<file path="config.mk">
export PLATFORM = sky130hd
export DESIGN_NAME = ysyx_25040129_regfile_sb
export DESIGN_NICKNAME = d
export VERILOG_FILES = /design/src/rtl/ysyx_25040129_regfile_sb_pkg.sv /design/src/rtl/ysyx_25040129_rf_rdport.sv /design/src/rtl/ysyx_25040129_regfile_sb.sv
export SDC_FILE = /design/constraint.sdc
export NUM_CORES = 1
export LEC_CHECK = 0
export BUFFER_PORTS_ARGS = -buffer_cell sky130_fd_sc_hd__buf_2
export CORE_UTILIZATION = 57
export CTS_BUF_LIST = sky130_fd_sc_hd__clkbuf_8
export CTS_CLUSTER_DIAMETER = 150
export CTS_CLUSTER_SIZE = 28
export DETAILED_ROUTE_END_ITERATION = 16
export GPL_TIMING_DRIVEN = 0
export PLACE_DENSITY = 0.75
export REMOVE_ABC_BUFFERS = 1
export SYNTH_ARGS = -nofsm -noshare
export SYNTH_HDL_FRONTEND = slang
export SYNTH_SLANG_ARGS = --single-unit
</file>
<file path="constraint.sdc">
create_clock -name clk -period 7.15 [get_ports clk]
set_input_delay 0.715 -clock clk [delete_from_list [all_inputs] [get_ports clk]]
set_output_delay 0.715 -clock clk [all_outputs]
set_load 0.01 [all_outputs]
</file>
<file path="src/rtl/ysyx_25040129_regfile_sb_pkg.sv">
// Shared constants for the scoreboarded integer register file.
package ysyx_25040129_regfile_sb_pkg;

  // Clear/run state encoding (kept as plain constants for legacy tooling).
  localparam logic [0:0] ST_CLEAR = 1'b0;
  localparam logic [0:0] ST_RUN   = 1'b1;

  // Architectural register counts for the two supported base ISAs.
  localparam int unsigned NREGS_RV32E = 16;
  localparam int unsigned NREGS_RV32I = 32;

  // x0 is hardwired to zero and never stored.
  localparam int unsigned ZERO_REG = 0;

endpackage

</file>
<file path="src/rtl/ysyx_25040129_rf_rdport.sv">
// One combinational read port: register mux, x0 forcing and optional
// same-cycle write forwarding. Outputs are forced to zero until the
// clear sequence has finished.
module ysyx_25040129_rf_rdport
  import ysyx_25040129_regfile_sb_pkg::*;
#(
  parameter int NREGS  = 16,
  parameter int XLEN   = 32,
  parameter int AW     = 4,
  parameter int BYPASS = 1
) (
  input  logic                    run,
  input  logic [AW-1:0]           addr,
  input  logic [NREGS*XLEN-1:0]   regs_flat,
  input  logic [NREGS-1:0]        busy,
  input  logic                    wen,
  input  logic [AW-1:0]           waddr,
  input  logic [XLEN-1:0]         wdata,
  output logic [XLEN-1:0]         data,
  output logic                    busy_out
);

  // Select forwarded write data, stored data, or zero.
  always_comb begin
    // NOTE: every output gets a default first so no path through the block leaves it unassigned (no latch).
    data     = '0;
    busy_out = 1'b0;
    if (run && addr != AW'(ZERO_REG)) begin
      if (BYPASS != 0 && wen && waddr == addr) begin
        // The in-flight write satisfies the consumer, so it is not busy.
        data = wdata;
      end else begin
        data     = regs_flat[int'(addr)*XLEN +: XLEN];
        busy_out = busy[addr];
      end
    end
  end

endmodule

</file>
<file path="src/rtl/ysyx_25040129_regfile_sb.sv">
// Integer register file with per-register busy bits, optional write-to-read
// forwarding and a post-reset clear sequencer that zeroes x1..x(NREGS-1).
module ysyx_25040129_regfile_sb
  import ysyx_25040129_regfile_sb_pkg::*;
#(
  parameter int NREGS  = NREGS_RV32E,
  parameter int XLEN   = 32,
  parameter int NRD    = 2,
  parameter int BYPASS = 1,
  parameter int AW     = $clog2(NREGS)
) (
  input  logic                 clk,
  input  logic                 rst,
  input  logic [NRD*AW-1:0]    rd_addr,
  output logic [NRD*XLEN-1:0]  rd_data,
  output logic [NRD-1:0]       rd_busy,
  input  logic                 wen,
  input  logic [AW-1:0]        waddr,
  input  logic [XLEN-1:0]      wdata,
  input  logic                 sb_set,
  input  logic [AW-1:0]        sb_addr,
  output logic                 ready
);

  logic [0:0]            state;
  logic [AW:0]           clr_idx;   // one spare bit so it cannot wrap before the last compare
  logic [NREGS-1:0]      busy;
  logic [NREGS*XLEN-1:0] regs_flat;
  logic                  run;
  logic                  clr_last;

  assign run      = (state == ST_RUN);
  assign clr_last = (clr_idx == (AW+1)'(NREGS-1));

  // Clear sequencer: walk x1..x(NREGS-1), then hand over to RUN.
  always_ff @(posedge clk) begin
    // NOTE: sequential state uses non-blocking assignments so every flop samples pre-edge values.
    if (!rst) begin
      state   <= ST_CLEAR;
      clr_idx <= (AW+1)'(1);
      ready   <= 1'b0;
    end else if (state == ST_CLEAR) begin
      clr_idx <= clr_idx + (AW+1)'(1);
      if (clr_last) begin
        state <= ST_RUN;
        ready <= 1'b1;
      end
    end
  end

  // Storage x1..x(NREGS-1); slot 0 of the flat bus is a constant zero.
  assign regs_flat[0 +: XLEN] = '0;

  for (genvar g = 1; g < NREGS; g++) begin : g_reg
    logic [XLEN-1:0] q;

    // Zero during the clear walk, otherwise take writeback data.
    always_ff @(posedge clk) begin
      // NOTE: data flops have no reset term; the clear sequencer zeroes them instead.
      if (rst) begin
        if (state == ST_CLEAR) begin
          if (clr_idx == (AW+1)'(g)) q <= '0;
        end else if (wen && waddr == AW'(g)) begin
          q <= wdata;
        end
      end
    end

    assign regs_flat[g*XLEN +: XLEN] = q;
  end

  // Scoreboard: writeback retires a producer, issue marks a new one.
  always_ff @(posedge clk) begin
    if (!rst) begin
      busy <= '0;
    end else if (run) begin
      if (wen && waddr != AW'(ZERO_REG))      busy[waddr]   <= 1'b0;
      // NOTE: the later non-blocking assignment wins, so a same-edge issue keeps the register busy.
      if (sb_set && sb_addr != AW'(ZERO_REG)) busy[sb_addr] <= 1'b1;
    end
  end

  for (genvar p = 0; p < NRD; p++) begin : g_rd
    ysyx_25040129_rf_rdport #(
      .NREGS  (NREGS),
      .XLEN   (XLEN),
      .AW     (AW),
      .BYPASS (BYPASS)
    ) u_rdport (
      .run       (run),
      .addr      (rd_addr[p*AW +: AW]),
      .regs_flat (regs_flat),
      .busy      (busy),
      .wen       (wen),
      .waddr     (waddr),
      .wdata     (wdata),
      .data      (rd_data[p*XLEN +: XLEN]),
      .busy_out  (rd_busy[p])
    );
  end

`ifdef DEBUG
  logic [XLEN-1:0] dbg_regs [NREGS];

  // Register-dump hook for the simulator; x0 comes from the zero slot.
  always_comb begin
    for (int i = 0; i < NREGS; i++) dbg_regs[i] = regs_flat[i*XLEN +: XLEN];
  end
`endif

endmodule

</file>
==> results_dict.tcl <==
set metrics [dict create \
    status "complete, no violations" \
    post_synth_mux_area_share_pct 24.1 \
    via_count 15563 \
    die_span_in_y_um 212 \
    synth_top_family_by_area "multiplexers" \
    grt_overflow 0 \
    maximum_number_of_pins_on_one_net_before_global_route_repair 93 \
    timing.final.setup_violations 0 \
    clk_path_buf_depth 3 \
    synthMostInstantiatedCell "edfxtp_1" \
    regToRegStartpoint "run$_SDFF_PN0_" \
    post_synth_main_area_contributors "edfxtp_1 57%, mux4_2 10%, mux4_1 5.4%" \
    postCtsHoldBufs 0 \
    routedWlPerCell_um 29.9 \
    startpoint_type "primary input" \
    clock_latency_on_the_worst_skew_pair_ns 0.63 \
    worst_ir_drop_vdd_mv 0.126 \
    postLayoutCoreUtil_pct 63.1 \
    synthArstFlopShare_pct 0 \
    multi_input_logic_area_um2 9650 \
    kind_of_critical_path "primary input to primary output" \
    clkSinkCount 503 \
    synth-compound-area-share_pct 7.77 \
    synth_xor_area_share_pct 0.384 \
    crit_path_cell_trace "buf_4, buf_16, xor2_1, nor3_1, nand3_1, nor2_4, buf_16, o2bb2ai_1, buf_2" \
    cts.root.buffer_cell "clkbuf_8" \
    synth_top_cells_by_count "480 x edfxtp_1, 117 x mux4_2, 100 x mux2i_1" \
    clkSlewWorstSetupHoldPaths_ns 0.16 \
    floorplan.initialDensity_pct 58.1 \
    layout_min_cycle_time_ns 4.39 \
    min_from "ready$_SDFFE_PN0P_" \
    worst_clock_skew_ns 0.0362 \
    synth_flop_cell "edfxtp_1" \
    io_buffer_count 118 \
    place.gp.congestion 0.805 \
    stdcell_area_um2 27300 \
    detail_route.vias_per_cell 7.13 \
    worst_path_max_delay_cell "nor2_4" \
    critical_path.n_buffers_inverters 4 \
    hold_path_end "ready$_SDFFE_PN0P_" \
    holdCritPathClass "register to register" \
    post_route_cells_drive_above_1_share_pct 26.3 \
    worstReg2RegEnd "g_reg[11].q[0]$_DFFE_PP_" \
    post_cts.resized_instances 0 \
    placement_rows 76 \
    post-synth-top-area-cell "edfxtp_1" \
    critical_path_peak_fanout 60 \
    ys_types 52 \
    antennaDiodeCount 0 \
    p_leak_nw 9.39 \
    grt.total_usage_pct 29.5 \
    crit_arrival_ns 3.67 \
    drcViolationCount 0 \
    dp_hpwl_um 40300 \
    power.density_nw_per_um2 179 \
    maxClockFrequency_mhz 228 \
    cp_common_cell "buf_16" \
    maxCapViolations 0 \
    finalCritPeriodShare_pct 61.4 \
    timing.reg2reg.setup_slack_ns 4.00 \
    synth.cell_area_um2 25100 \
    postRouteWirelength_um 65200 \
    hold_slack_ns 0.485 \
    yosysTopAreaCellShare_pct 57.4 \
    hold_viol 0 \
    ant_nets 0 \
    drtPass1Iterations 6 \
    design.final.nets 1649 \
    slew_viol_final 0 \
    number_of_antenna_violations_at_the_first_check_in_global_routing 0 \
    seqCellArea_um2 14900 \
    tightest_slew_ns 1.00 \
    first_global_vias 15678 \
    synth_edf_count 480 \
    slew_headroom_pct 33.2 \
    synth.avg_cell_area_um2 16.3 \
    post_cts_buffers 0 \
    synthesis.yosys.warnings 0 \
    tritoncts_clock_tree "done" \
    hold-path-cell-count 1 \
    cts-buffers-inserted 21 \
    cpPeakStageDelay_ns 0.81 \
    die_area_um2 44900 \
    synthAdderAreaFrac_pct 0.249 \
    setup_repair_after_global_routing_missed_its_margin "false" \
    io-pin-count 119 \
    seq_area_frac_synth_pct 59.2 \
    floorplan.die.width_um 212 \
    critPathRequiredTime_ns 6.43 \
    coreArea_um2 43300 \
    grt_first_pass_wirelength_um 96700 \
    post_synth_and_or_nand_nor_area_fraction_pct 5.08 \
    n_fill_cell 3016 \
    placed_area_um2 27000 \
    worst_reg_to_reg_cells 7 \
    drt-initial-drc-count 1585 \
    crit_path_end_kind "primary output" \
    synthCells 1545 \
    finalPower_mw 4.88 \
    synth_seq_cells 503 \
    layout_overhead_on_the_synthesized_area_pct 8.71 \
    cp_top_family "simple AND/OR/NAND/NOR gates" \
    maximum_level_of_the_cts_h_tree 1 \
]
==> final cells by class <==
class                           instances  area share [%]
Multi-Input combinational cell        902            35.3
Sequential cell                       503            54.5
Tap cell                              585            2.68
Inverter                                4          0.0550
Clock buffer                           21            1.06
Timing Repair Buffer                  160            6.26
Clock inverter                          9           0.124
==> registers in the layout, indices dropped and copies added (netlist names) <==
| name | cells |
|---|---|
| busy | 16 |
| run | 1 |
| clr_idx | 5 |
| g.q | 480 |
| ready | 1 |
==> how the worst max path moves through the flow <==
stage                         startpoint                         to  slack [ns]  depth (start not counted)
after floorplan           run$_SDFF_PN0_   g_reg[12].q[0]$_DFFE_PP_        2.90                          3
after global placement    run$_SDFF_PN0_  g_reg[10].q[25]$_DFFE_PP_       -2.01                          4
after detailed placement      rd_addr[2]                 rd_data[4]        2.90                          9
after CTS                     rd_addr[2]                 rd_data[4]        2.88                          9
after global routing          rd_addr[1]                rd_data[19]        2.69                          9
final                         rd_addr[2]                 rd_data[4]        2.76                          9
==> per-stage QoR <==
step / setup TNS (ns) / setup slack, ns / cells
final: 0 / 2.76 / 2184
after detailed placement: 0 / 2.90 / 2154
after floorplan: 0 / 2.90 / 1409
after global routing: 0 / 2.69 / 2184
after CTS: 0 / 2.88 / 2184
after global placement: -767.78 / -2.01 / 2112
==> layer usage <==
layer | up-vias | global-route usage, % | wire length (µm)
met5 | - | 0 | 0
met4 | 0 | 8.02 | 1940
met3 | 144 | 4.97 | 6570
met2 | 961 | 47.6 | 30900
met1 | 8006 | 41.7 | 25800
li1 | 6452 | - | -
==> worst register-to-register path, cell delays in order (launching register included) <==
cell and delay [ns]:
dfxtp_2 0.78, buf_12 0.32, nand2_1 0.09, nor2_1 0.24, nand2_1 0.20, a21boi_4 0.78, buf_16 0.25, buf_16 0.18
==> layout by cell type, fill, tap and decap left out, types with 3 or more instances in the layout <==
| cell type | Yosys | routed |
|---|---|---|
| xnor2_1 | 4 | 4 |
| mux2i_1 | 100 | 100 |
| a21oi_1 | 32 | 32 |
| and2_1 | 37 | 37 |
| buf_12 | 0 | 11 |
| buf_6 | 13 | 3 |
| a22oi_1 | 46 | 46 |
| o21ai_1 | 8 | 8 |
| nor3_1 | 32 | 32 |
| ha_1 | 5 | 5 |
| and3_1 | 5 | 5 |
| nand4_1 | 5 | 5 |
| nor3b_1 | 3 | 3 |
| buf_2 | 51 | 110 |
| o22ai_1 | 31 | 31 |
| and3b_1 | 3 | 3 |
| buf_4 | 20 | 3 |
| mux4_2 | 117 | 117 |
| buf_16 | 0 | 31 |
| nor2b_1 | 19 | 19 |
| nand3_1 | 17 | 17 |
| mux4_1 | 52 | 52 |
| clkbuf_8 | 0 | 21 |
| inv_1 | 4 | 12 |
| edfxtp_1 | 480 | 480 |
| nand2_1 | 59 | 58 |
| a21boi_4 | 0 | 15 |
| dfxtp_1 | 23 | 22 |
| a32o_1 | 31 | 31 |
| o21ai_0 | 24 | 24 |
| a221oi_1 | 31 | 31 |
| nor2_1 | 71 | 71 |
| mux2_2 | 94 | 94 |
| o2bb2ai_1 | 31 | 31 |
| xor2_1 | 7 | 7 |
==> power breakdown <==
part	switching, mW	internal [mW]
Clock	0.817	0.275
Combinational	0.302	0.235
Sequential	0.0203	3.23
==> kinds of logic (layout without fill, tap and decap cells) <==
| group | count (synthesis) | in the layout |
|---|---|---|
| xor gates and xnor gates | 11 | 11 |
| AOI/OAI and AO/OA | 261 | 261 |
| adders and majority gates | 5 | 5 |
| muxes | 363 | 363 |
| buffers and inverters | 140 | 194 |
| DFF | 503 | 503 |
| and+or+nand+nor | 262 | 262 |
(Power assumes the default switching activity.)
